`src/rtl/imem_loader_pkg.sv`:
```
// Shared types and constants for the instruction-memory loader.
//   ld_state_t    : frame parser state (IDLE, LEN, DATA, CHK)
//   SYNC_BYTE_DEF : default frame start marker
//   LEN_FULL      : LEN field value that means "whole memory"
package imem_loader_pkg;

    typedef enum logic [1:0] {
        ST_IDLE = 2'd0,
        ST_LEN  = 2'd1,
        ST_DATA = 2'd2,
        ST_CHK  = 2'd3
    } ld_state_t;

    localparam logic [7:0] SYNC_BYTE_DEF = 8'hA5;
    localparam int         LEN_FIELD_W   = 8;
    localparam logic [7:0] LEN_FULL      = 8'h00;

endpackage

```
`src/rtl/imem_loader_checksum.sv`:
```
// loader_checksum: 8-bit modular accumulator for the frame payload.
//   clk, reset : clock, synchronous active-high reset
//   clr        : zero the accumulator (start of a frame)
//   add        : accumulate add_data this cycle
//   add_data   : payload byte
//   test_data  : candidate checksum byte
//   is_zero    : (sum + test_data) mod 256 == 0, combinational
module loader_checksum (
    input  logic       clk,
    input  logic       reset,
    input  logic       clr,
    input  logic       add,
    input  logic [7:0] add_data,
    input  logic [7:0] test_data,
    output logic       is_zero
);

    logic [7:0] sum;
    logic [7:0] total;

    always_ff @(posedge clk) begin
        if (reset || clr)
            sum <= 8'h00;
        else if (add)
            sum <= sum + add_data;
    end

    // 8-bit result wraps naturally, giving the mod-256 test.
    assign total   = sum + test_data;
    assign is_zero = (total == 8'h00);

endmodule

```
`src/rtl/imem_loader.sv`:
```
// imem_loader: parses a framed byte stream (SYNC, LEN, payload, CHK) and
// writes the payload into instruction memory from address 0, holding the
// processor in reset until a frame with a good checksum has landed.
//   clk, reset          : clock, synchronous active-high reset
//   in_valid/in_data    : byte stream from the source
//   in_ready            : always 1 except the cycle after reset
//   imem_we/addr/wdata  : registered instruction-memory write port
//   cpu_reset           : processor reset, high = held
//   busy                : frame in progress
//   load_done           : one-cycle pulse on a good frame
//   load_err            : sticky; set on bad checksum/timeout, cleared by SYNC
module imem_loader
    import imem_loader_pkg::*;
#(
    parameter int         ADDR_W    = 8,
    parameter logic [7:0] SYNC_BYTE = SYNC_BYTE_DEF,
    parameter int         TIMEOUT   = 1000
) (
    input  logic              clk,
    input  logic              reset,
    input  logic              in_valid,
    input  logic [7:0]        in_data,
    output logic              in_ready,
    output logic              imem_we,
    output logic [ADDR_W-1:0] imem_addr,
    output logic [7:0]        imem_wdata,
    output logic              cpu_reset,
    output logic              busy,
    output logic              load_done,
    output logic              load_err
);

    // remaining needs one extra bit to hold 2^ADDR_W for LEN=0
    localparam int REM_W  = ADDR_W + 1;
    localparam int IDLE_W = $clog2(TIMEOUT + 1);

    ld_state_t         state_q, state_d;
    logic [ADDR_W-1:0] addr;
    logic [REM_W-1:0]  rem;
    logic [IDLE_W-1:0] idle_cnt;

    logic acc, timeout, cs_zero;
    logic sync_hit, len_hit, wr_fire, chk_good, chk_bad, tmo_abort;

    assign acc     = in_valid && in_ready;
    // idle_cnt is about to reach TIMEOUT with no byte arriving
    assign timeout = !acc && (idle_cnt == IDLE_W'(TIMEOUT - 1));

    // ---------------- state register ----------------
    always_ff @(posedge clk) begin
        if (reset)
            state_q <= ST_IDLE;
        else
            state_q <= state_d;
    end

    // ---------------- next state ----------------
    always_comb begin
        state_d = state_q;
        case (state_q)
            ST_IDLE: if (acc && in_data == SYNC_BYTE) state_d = ST_LEN;
            ST_LEN: begin
                if (acc)          state_d = ST_DATA;
                else if (timeout) state_d = ST_IDLE;
            end
            ST_DATA: begin
                if (acc && rem == REM_W'(1)) state_d = ST_CHK;
                else if (timeout)            state_d = ST_IDLE;
            end
            ST_CHK: begin
                if (acc || timeout) state_d = ST_IDLE;
            end
            default: state_d = ST_IDLE;
        endcase
    end

    // ---------------- outputs / strobes ----------------
    always_comb begin
        sync_hit  = (state_q == ST_IDLE) && acc && (in_data == SYNC_BYTE);
        len_hit   = (state_q == ST_LEN)  && acc;
        wr_fire   = (state_q == ST_DATA) && acc;
        chk_good  = (state_q == ST_CHK)  && acc && cs_zero;
        chk_bad   = (state_q == ST_CHK)  && acc && !cs_zero;
        tmo_abort = (state_q != ST_IDLE) && timeout;
        busy      = (state_q != ST_IDLE);
    end

    // ---------------- counters ----------------
    always_ff @(posedge clk) begin
        if (reset) begin
            addr     <= '0;
            rem      <= '0;
            idle_cnt <= '0;
        end else begin
            if (state_q == ST_IDLE || acc)
                idle_cnt <= '0;
            else
                idle_cnt <= idle_cnt + 1'b1;

            if (len_hit) begin
                addr <= '0;
                rem  <= (in_data == LEN_FULL) ? {1'b1, {ADDR_W{1'b0}}}
                                              : REM_W'(in_data);
            end else if (wr_fire) begin
                // wraps to 0 after the last word of a full-depth frame
                addr <= addr + 1'b1;
                rem  <= rem - 1'b1;
            end
        end
    end

    loader_checksum u_cs (
        .clk       (clk),
        .reset     (reset),
        .clr       (len_hit),
        .add       (wr_fire),
        .add_data  (in_data),
        .test_data (in_data),
        .is_zero   (cs_zero)
    );

    // ---------------- registered write port and flags ----------------
    always_ff @(posedge clk) begin
        if (reset) begin
            in_ready   <= 1'b0;
            imem_we    <= 1'b0;
            imem_addr  <= '0;
            imem_wdata <= 8'h00;
            cpu_reset  <= 1'b1;
            load_done  <= 1'b0;
            load_err   <= 1'b0;
        end else begin
            in_ready  <= 1'b1;
            imem_we   <= wr_fire;
            load_done <= chk_good;
            if (wr_fire) begin
                imem_addr  <= addr;
                imem_wdata <= in_data;
            end
            if (sync_hit)      cpu_reset <= 1'b1;
            else if (chk_good) cpu_reset <= 1'b0;
            if (sync_hit)                  load_err <= 1'b0;
            else if (chk_bad || tmo_abort) load_err <= 1'b1;
        end
    end

endmodule

```
`config.mk`:
```
export PLATFORM = sky130hd
export DESIGN_NAME = imem_loader
export DESIGN_NICKNAME = d
export VERILOG_FILES = /design/src/rtl/imem_loader_pkg.sv /design/src/rtl/imem_loader_checksum.sv /design/src/rtl/imem_loader.sv
export SDC_FILE = /design/constraint.sdc
export NUM_CORES = 1
export LEC_CHECK = 0
export CORE_MARGIN = 2
export CORE_UTILIZATION = 25
export DETAILED_ROUTE_END_ITERATION = 6
export PLACE_DENSITY_LB_ADDON = 0.1
export SLEW_MARGIN = 0
export SYNTH_ARGS = -nofsm -noshare
export SYNTH_HDL_FRONTEND = slang
export SYNTH_HIERARCHICAL = 1
export SYNTH_SLANG_ARGS = --single-unit
```
`constraint.sdc`:
```
create_clock -name clk -period 3.45 [get_ports clk]
set_clock_uncertainty 0.15 [all_clocks]
set_input_delay 0.345 -clock clk [delete_from_list [all_inputs] [get_ports clk]]
set_output_delay 0.345 -clock clk [all_outputs]
set_load 0.1 [all_outputs]
```
==> results of run 1 <==
## per-stage QoR
stage                     utilization  setup slack (ns)
after floorplan                     -             0.703
after global routing            0.331             0.517
final                           0.331             0.691
after global placement          0.302             0.369
after CTS                       0.331             0.684
after detailed placement        0.302             0.341
## cells in the mapped netlist, types with 4 or more instances
cell	instances	area (µm²)
a211oi_1	4	30.0
or3_1	4	25.0
a32oi_1	4	35.0
a21oi_1	37	185
nor3_1	15	75.1
clkbuf_1	9	33.8
nand4_1	6	37.5
nor4_1	4	25.0
and3_1	6	37.5
xor2_1	7	61.3
ha_1	18	225
dfxtp_1	58	1160
mux2i_1	5	50.1
nand2_1	51	191
inv_1	6	22.5
nand3_1	9	45.0
xnor2_1	16	140
o21ai_0	12	60.1
nor2_1	38	143
## power by group through the flow
stage | logic [µW] | registers [µW] | clock network, µW
detailed placement | 74.1 | 686 | 0
CTS | 74.4 | 672 | 1010
finish | 73.3 | 672 | 984
global route | 81.2 | 672 | 1040
global placement | 73.9 | 686 | 0
floorplan | 30.8 | 691 | 0
## per-layer routing
| layer | vias to the layer above | share of wire | wire (µm) |
|---|---|---|---|
| li1 | 1336 | - | - |
| met1 | 1195 | 0.48 | 3630 |
| met2 | 33 | 0.48 | 3620 |
| met3 | 9 | 0.024 | 181 |
| met4 | 0 | 0.014 | 107 |
| met5 | - | 0 | 0 |
## worst max-delay path, cell delays in order
cell and delay, ns:
clkdlybuf4s50_1 0.43, ha_1 0.24, fa_1 0.40, and3_1 0.21, or3_1 0.30, nand2_1 0.07, o2111ai_1 0.12, nor4b_2 0.34
nand4_1 0.15, a21oi_1 0.17, nand2_1 0.05
## cell families (layout without fill, tap and decap cells)
family          after synthesis  in the layout
simple gates                151            151
xor+xnor                     23             23
flops                        58             58
compound gates               75             75
buf+inv                      21             65
mux                           5              5
fa+ha+maj                    20             20
## flip-flops by register name, indices dropped and copies added (netlist names)
signal and cells:
in_ready 1, imem_addr 8, load_err 1, state_q 2
load_done 1, idle_cnt 10, cpu_reset 1, rem 9
u_cs/sum 8, imem_wdata 8, imem_we 1, addr 8
## final timing paths
check	from	endpoint	slack (ns)	depth (start not counted)
setup reg to reg	u_cs/sum[0]$_SDFFE_PP0P_	cpu_reset$_SDFFE_PP1P_	0.82	10
hold / removal	imem_addr[6]$_SDFFE_PP0P_	imem_addr[6]$_SDFFE_PP0P_	0.30	2
hold reg to reg	imem_addr[6]$_SDFFE_PP0P_	imem_addr[6]$_SDFFE_PP0P_	0.30	2
setup / recovery	in_data[0]	cpu_reset$_SDFFE_PP1P_	0.69	11
## layout make-up
cell class                 instances  area, µm²  area share
clock inverter                     4       73.8      0.0194
sequential                        58       1160       0.305
timing repair buffer              41        385       0.101
tap                              143        179      0.0469
inverter                           8       30.0     0.00788
clock buffer                      12        256      0.0673
multi-input combinational        274       1730       0.453
==> run metrics, run 1 <==
Starting DRT DRC Count=145; port bufs=32; Async SR Flop Fraction=0; Post-Syn Area=2970 µm²; CTS Buffer Depth=2; worst slew margin relative to its limit=0.346; Cells after Synth=353; final instance count without filler cells=540; antenna-violating nets left=0; largest net degree at the start of global routing=33; Synth Area in Adders=0.0893; final setup fails=0; leakage=0.00142 µW; final net count=423; Sw Share=0.207; Routed wire per std cell=14.0 µm; initial antenna violation count=0; clock transition at the registers of the reported paths=0.05 ns; distinct cell type count after synthesis=53; first-pass GRT wire length=12.5 mm; Main synth FF type=dfxtp_1; Initial Util=0.258; setup tns final=0 ns; Comb pwr share=0.042; Slew Limit Fails=0; MaxCap Viol Count=0; die height=113 µm; H-tree levels=3; Worst Path Arrival=2.82 ns; Post-synth EDFFs=0; status=finished, violations left; vias in the first global route=2,432; CTS tree=done; largest family of logic cells by synthesized area=simple AND/OR/NAND/NOR gates; data required time of the critical path=3.51 ns; final hold vios=0; hold slack=0.302 ns; M1 GR Usage=0.164; share of layout cells above drive strength 1=0.0882; crit path kind=in2reg; Final Cycle Share=0.800; Worst-Margin Slew=0.978 ns; synthesized-area fraction occupied by and/or/nand/nor cells=0.251; design area=3810 µm²; Post-CTS Resized=0; most frequent cells in the layout=dfxtp_1, nand2_1, nor2_1; core area=11,500 µm²; part of the power in registers=0.389; Clock Latency Late Sink=0.32 ns; Post-Syn Nets=384; Worst Setup End Kind=flip-flop; commonest non-fill, non-tap cell in the layout=dfxtp_1; yosys warns=6; synth-to-layout area growth=28.4%; CTS Buf Count=9; hpwl dp=5.38 mm; FP Rows=39; met2 Track Usage GR=0.202; vias=2,573; Post-Synth XOR/XNOR Area=0.0678; compound-gate portion of the synthesized area=0.156; post-layout min period=2.76 ns; Total GRT Usage=0.125; Sw Pwr=359 µW; critical path startpoint category=input port; mux contribution to synthesized area=0.0169; Max VDD drop=0.251 mV; Placed Instance Area=3480 µm²; gr ovfl total=0; CP Max Fanout=2; fillers=1,224; GP Congestion=0.759; M3 GR Usage=0.0289; die area=12,800 µm²; DRC viols=3; vias per cell=4.76; fmax=363 MHz; clk sinks=58; synthesized flop and latch total=58; Clock Tree Root=clkbuf_16; final WL=7.54 mm; drt pass-1 iters=6; Power Density=454 nW/µm²; RSZ-0062 raised after global routing=no; Diodes inserted=0; Hold Path Class=reg2reg; dpl cells=524; clock network fraction of design power=0.569; Ports=33; die width=113 µm; internal power=1370 µW; Total Power=1730 µW; Top Usage Layer GRT=met2; Hold Buf Count CTS=0; setup bufs post-CTS=0; Syn Area/Cell=8.41 µm²; register area share after synthesis=0.391; failing checks=DRC
Power figures use the tool's default switching activity.
==> run 2: changes to the inputs <==
==> constraint.sdc (replaced) <==
create_clock -name clk -period 2.22 [get_ports clk]
set_clock_uncertainty 0.15 [all_clocks]
set_input_delay 0.222 -clock clk [delete_from_list [all_inputs] [get_ports clk]]
set_output_delay 0.222 -clock clk [all_outputs]
set_load 0.1 [all_outputs]
==> run 2 against run 1 <==
  * The flow finishes with violations (DRC, setup timing)
  * Critical path type is now reg2reg
  * Core utilization up 2.1 points
  * First-iteration DRC count decreased by 6.9%
  * Global-route usage up 0.81 points
  * Final area is 6.4% higher
  * Total power rose by 49%
  * Sequential power up 55%
  * Die area did not move
==> run metrics, run 2 (same netlist as run 1, synthesis figures left out) <==
MaxCap Viol Count=0; most used cell, CP=nand2_1; final worst slack=-0.186 ns; hpwl dp=5.83 mm; Total GRT Usage=0.133; fmax=416 MHz; Max VDD drop=0.307 mV; clk sinks=58; Clock Tree Root=clkbuf_16; Total Power=2580 µW; Reg with most FFs=idle_cnt; Ports=33; port bufs=32; crit path kind=reg2reg; r2r startpoint=u_cs/sum[0]$_SDFFE_PP0P_; clock transition at the registers of the reported paths=0.05 ns; CP Launch Point=u_cs/sum[0]$_SDFFE_PP0P_; vias=2,699; Clock Latency Late Sink=0.33 ns; failing checks=DRC, setup timing; Initial Util=0.258; Hold Buf Count CTS=0; first-pass GRT wire length=13.3 mm; synth-to-layout area growth=36.5%; crit path capture=cpu_reset$_SDFFE_PP1P_; initial antenna violation count=0; critical path startpoint category=flip-flop; Final Cycle Share=1.08; final net count=456; clock network fraction of design power=0.542; core area=11,500 µm²; DRC viols=3; Worst Setup End Kind=flip-flop; final hold vios=0; Crit path depth=10; CTS Buf Count=9; commonest non-fill, non-tap cell in the layout=buf_4; CTS tree=done; Power Density=638 nW/µm²; reg2reg end=cpu_reset$_SDFFE_PP1P_; GP Congestion=0.730; drt pass-1 iters=6; Starting DRT DRC Count=135; die area=12,800 µm²; part of the power in registers=0.404; crit path cell chain=ha_4 > fa_2 > and3_4 > or3_1 > nand2_1 > o2111ai_2 > nor4b_4 > nand4_1 > a21oi_1 > nand2_1; Worst Path Arrival=2.47 ns; most frequent cells in the layout=buf_4, dfxtp_1, nand2_1; share of layout cells above drive strength 1=0.228; vias per cell=4.71; Sw Pwr=553 µW; post-layout min period=2.41 ns; H-tree levels=3; RSZ-0062 raised after global routing=yes; die width=113 µm; slowest stage delay, CP=0.34 ns; Slowest-stage cell, CP=fa_2; max reg flops=10; Largest regs=idle_cnt: 10 flops, rem: 9 flops; largest net degree at the start of global routing=21; WP buf/inv=0; status=finished, violations left; CP Max Fanout=2; Slew Limit Fails=0; setup tns final=-0.484 ns; Worst-Margin Slew=0.505 ns; leakage=0.00162 µW; internal power=2030 µW; Diodes inserted=0; reg-to-reg slack, setup=-0.19 ns; delay-heaviest family, CP=simple AND/OR/NAND/NOR gates; data required time of the critical path=2.29 ns; gr ovfl total=0; Comb pwr share=0.054; die height=113 µm; vias in the first global route=2,719; Worst Reg-to-Reg Cells=10; Routed wire per std cell=13.7 µm; Hold Path Class=reg2reg; FP Rows=39; Sw Share=0.214; antenna-violating nets left=0; CTS Buffer Depth=2; worst slew margin relative to its limit=0.660; final setup fails=3; final WL=7.86 mm
==> run 2: cell count changes in the layout (fill, tap and decap cells not counted), sizes merged <==
cell           change
buf               +54
bufinv             -1
clkbuf             +2
clkdlybuf4s50     -23
clkinv             -1
dlygate4sd2        +2
==> run 2: power by group through the flow <==
stage | Clock [µW] | Sequential, µW | Combinational (µW)
6_report | 1400 | 1040 | 139
5_1_grt | 1500 | 1040 | 152
4_1_cts | 1430 | 1040 | 138
3_5_place_dp | 0 | 1070 | 138
3_3_place_gp | 0 | 1070 | 139
2_1_floorplan | 0 | 1070 | 49.0
==> run 2: repair_timing <==
item / in CTS / in global routing
setup buffers: 0 / 1
setup endpoints to repair: 5 / 5
pin swaps: 3 / 5
resized for setup: 4 / 7
==> run 2: area by class of cell <==
cell class                      count  area (µm²)
Multi-Input combinational cell    274        1790
Sequential cell                    58        1170
Inverter                            8        30.0
Clock inverter                      2        35.0
Timing Repair Buffer               74         591
Tap cell                          143         179
Fill cell                        1220        7460
Clock buffer                       14         264
==> run 2: metal layers <==
metal / vias to the layer above / GRT usage / routed length [µm] / part of all wire
met4: 0 / 0.0496 / 98 / 0.012
met5: - / 0 / 0 / 0
met3: 8 / 0.0359 / 198 / 0.025
met1: 1268 / 0.174 / 3900 / 0.50
met2: 25 / 0.210 / 3660 / 0.47
li1: 1398 / - / - / -
==> run 2: worst reg2reg max path, cell delays in order, from the launching register on <==
cell and delay [ns]:
dfxtp_2 0.33, ha_4 0.16, fa_2 0.34, and3_4 0.19, or3_1 0.30, nand2_1 0.07
o2111ai_2 0.13, nor4b_4 0.27, nand4_1 0.15, a21oi_1 0.14, nand2_1 0.05
==> run 2: worst min-delay path by stage <==
stage	start	endpoint	slack (ns)	cells past startpoint
floorplan	reset	in_ready$_DFF_P_	0.16	1
finish	idle_cnt[0]$_SDFF_PP0_	idle_cnt[0]$_SDFF_PP0_	0.29	1
global placement	idle_cnt[0]$_SDFF_PP0_	idle_cnt[0]$_SDFF_PP0_	0.29	1
CTS	idle_cnt[0]$_SDFF_PP0_	idle_cnt[0]$_SDFF_PP0_	0.30	1
global route	imem_wdata[0]$_SDFFE_PP0P_	imem_wdata[0]$_SDFFE_PP0P_	0.32	2
detailed placement	idle_cnt[0]$_SDFF_PP0_	idle_cnt[0]$_SDFF_PP0_	0.29	1
==> run 2: per-stage QoR <==
stage           util  std cells  setup WS [ns]  instance area [µm²]  hold WS, ns
2_1_floorplan      -        353         -0.121                 3000        0.163
3_3_place_gp   0.322        556         -0.687                 3710        0.286
3_5_place_dp   0.322        556         -0.709                 3710        0.292
4_1_cts        0.349        572         -0.218                 4020        0.304
5_1_grt        0.352        573         -0.320                 4050        0.324
6_report       0.352        573         -0.186                 4050        0.295
==> run 3: changes to the inputs <==
--- a/config.mk
+++ b/config.mk
@@ -9,6 +9,7 @@
 export CORE_UTILIZATION = 25
 export DETAILED_ROUTE_END_ITERATION = 6
 export PLACE_DENSITY_LB_ADDON = 0.1
+export REMOVE_ABC_BUFFERS = 1
 export SLEW_MARGIN = 0
 export SYNTH_ARGS = -nofsm -noshare
 export SYNTH_HDL_FRONTEND = slang
==> run 3 against run 2 <==
  * The flow still finishes with violations (DRC, setup timing)
  * Wire length is essentially flat
  * Via count shrank 0.48%
  * Sequential power is essentially flat
  * Clock-buffer cell count shrank 2
  * Flip-flop and latch count is the same
  * Non-clock buffer count is the same
  * Sequential share of layout area shrank 0.066 points
  * First-iteration DRC count grew 18%
  * Fmax shrank 1.7%
==> run metrics, run 3 (same netlist as run 1, synthesis figures left out) <==
status=finished, violations left; failing checks=DRC, setup timing; data required time of the critical path=2.30 ns; CP Max Fanout=2; fmax=408 MHz; Final Cycle Share=1.10; Largest regs=idle_cnt: 10 flops, rem: 9 flops; Power Density=649 nW/µm²; crit path kind=reg2reg; final net count=456; final worst slack=-0.228 ns; hold path startpoint=idle_cnt[0]$_SDFF_PP0_; final setup fails=3; synth-to-layout area growth=36.4%; initial antenna violation count=0; die height=113 µm; FP Rows=39; core area=11,500 µm²; Starting DRT DRC Count=159; leakage=0.00161 µW; Slowest-stage cell, CP=fa_2; CP Launch Point=u_cs/sum[0]$_SDFFE_PP0P_; first-pass GRT wire length=13.3 mm; die area=12,800 µm²; critical path startpoint category=flip-flop; Total GRT Usage=0.134; Worst-Margin Slew=0.515 ns; CTS Buffer Depth=2; dpl cells=555; most used cell, CP=nand2_1; vias=2,686; Initial Util=0.258; GP Congestion=0.721; Worst Path Arrival=2.53 ns; clock transition at the registers of the reported paths=0.05 ns; r2r startpoint=u_cs/sum[0]$_SDFFE_PP0P_; hpwl dp=5.82 mm; Slew Limit Fails=0; final core occ=0.352; Reg with most FFs=idle_cnt; DRC viols=2; max reg flops=10; drt pass-1 iters=6; die width=113 µm; Ports=33; worst slew margin relative to its limit=0.654; CTS Buf Count=9; final WL=7.87 mm; final instance count without filler cells=573; Max VDD drop=0.247 mV; largest net degree at the start of global routing=23; H-tree levels=3; hold slack=0.300 ns; clk sinks=58; gr ovfl total=0; vias per cell=4.69; Diodes inserted=0; Worst Setup End Kind=flip-flop; Total Power=2630 µW; Clock Latency Late Sink=0.34 ns; crit path cell chain=ha_4 > fa_2 > and3_4 > or3_1 > nand2_1 > o2111ai_2 > nor4b_4 > nand4_1 > a21oi_1 > nand2_1; RSZ-0062 raised after global routing=yes; MaxCap Viol Count=0; commonest non-fill, non-tap cell in the layout=buf_4; final hold vios=0; share of layout cells above drive strength 1=0.228; vias in the first global route=2,630; Hold Buf Count CTS=0; port bufs=32; post-layout min period=2.45 ns; slowest stage delay, CP=0.35 ns; Hold Path Class=reg2reg; CTS tree=done; Routed wire per std cell=13.7 µm; setup tns final=-0.645 ns; most frequent cells in the layout=buf_4, dfxtp_1, nand2_1; antenna-violating nets left=0; Clock Tree Root=clkbuf_16
==> run 3: power breakdown <==
group / internal (µW) / leakage [µW] / switching, µW
Sequential: 1040 / 0.000468 / 1.48
Clock: 927 / 0.000145 / 520
Combinational: 60.7 / 0.00100 / 76.4
==> run 3: through the flow <==
| step | setup WS, ns | area, µm² |
|---|---|---|
| final | -0.228 | 4050 |
| after global routing | -0.365 | 4050 |
| after CTS | -0.308 | 4020 |
| after detailed placement | -0.856 | 3670 |
| after global placement | -0.770 | 3670 |
| after floorplan | -0.728 | 2920 |
==> run 3: per-layer routing <==
layer	global-route usage	vias up	routed length, µm
met5	0	-	0
met3	0.0321	14	223
met2	0.202	33	3440
met1	0.181	1239	4020
li1	-	1400	-
met4	0.0659	0	183
==> run 3: area by class of cell <==
cell class	instances	area, µm²
Clock inverter	4	50.0
Inverter	8	30.0
Sequential cell	58	1160
Multi-Input combinational cell	274	1780
Fill cell	1228	7470
Clock buffer	12	256
Timing Repair Buffer	74	596
Tap cell	143	179
==> run 3: path summary, 6_finish.rpt <==
path                                  to  slack (ns)  depth (start not counted)
setup / recovery  cpu_reset$_SDFFE_PP1P_       -0.23                         10
hold / removal    idle_cnt[0]$_SDFF_PP0_        0.30                          1
setup reg to reg  cpu_reset$_SDFFE_PP1P_       -0.23                         10
hold reg to reg   idle_cnt[0]$_SDFF_PP0_        0.30                          1
==> run 3: repair_timing <==
item / CTS / global route
gates resized for setup: 8 / 7
setup buffers: 1 / 1
setup endpoints to repair: 3 / 4
pin swaps: 8 / 7
==> run 3: worst max-delay path, delay by kind of cell, from the launching register on <==
family          cells  cell delay, ns
compound gates      2            0.29
simple gates        6            1.05
fa+ha+maj           2            0.51
flops               1            0.33
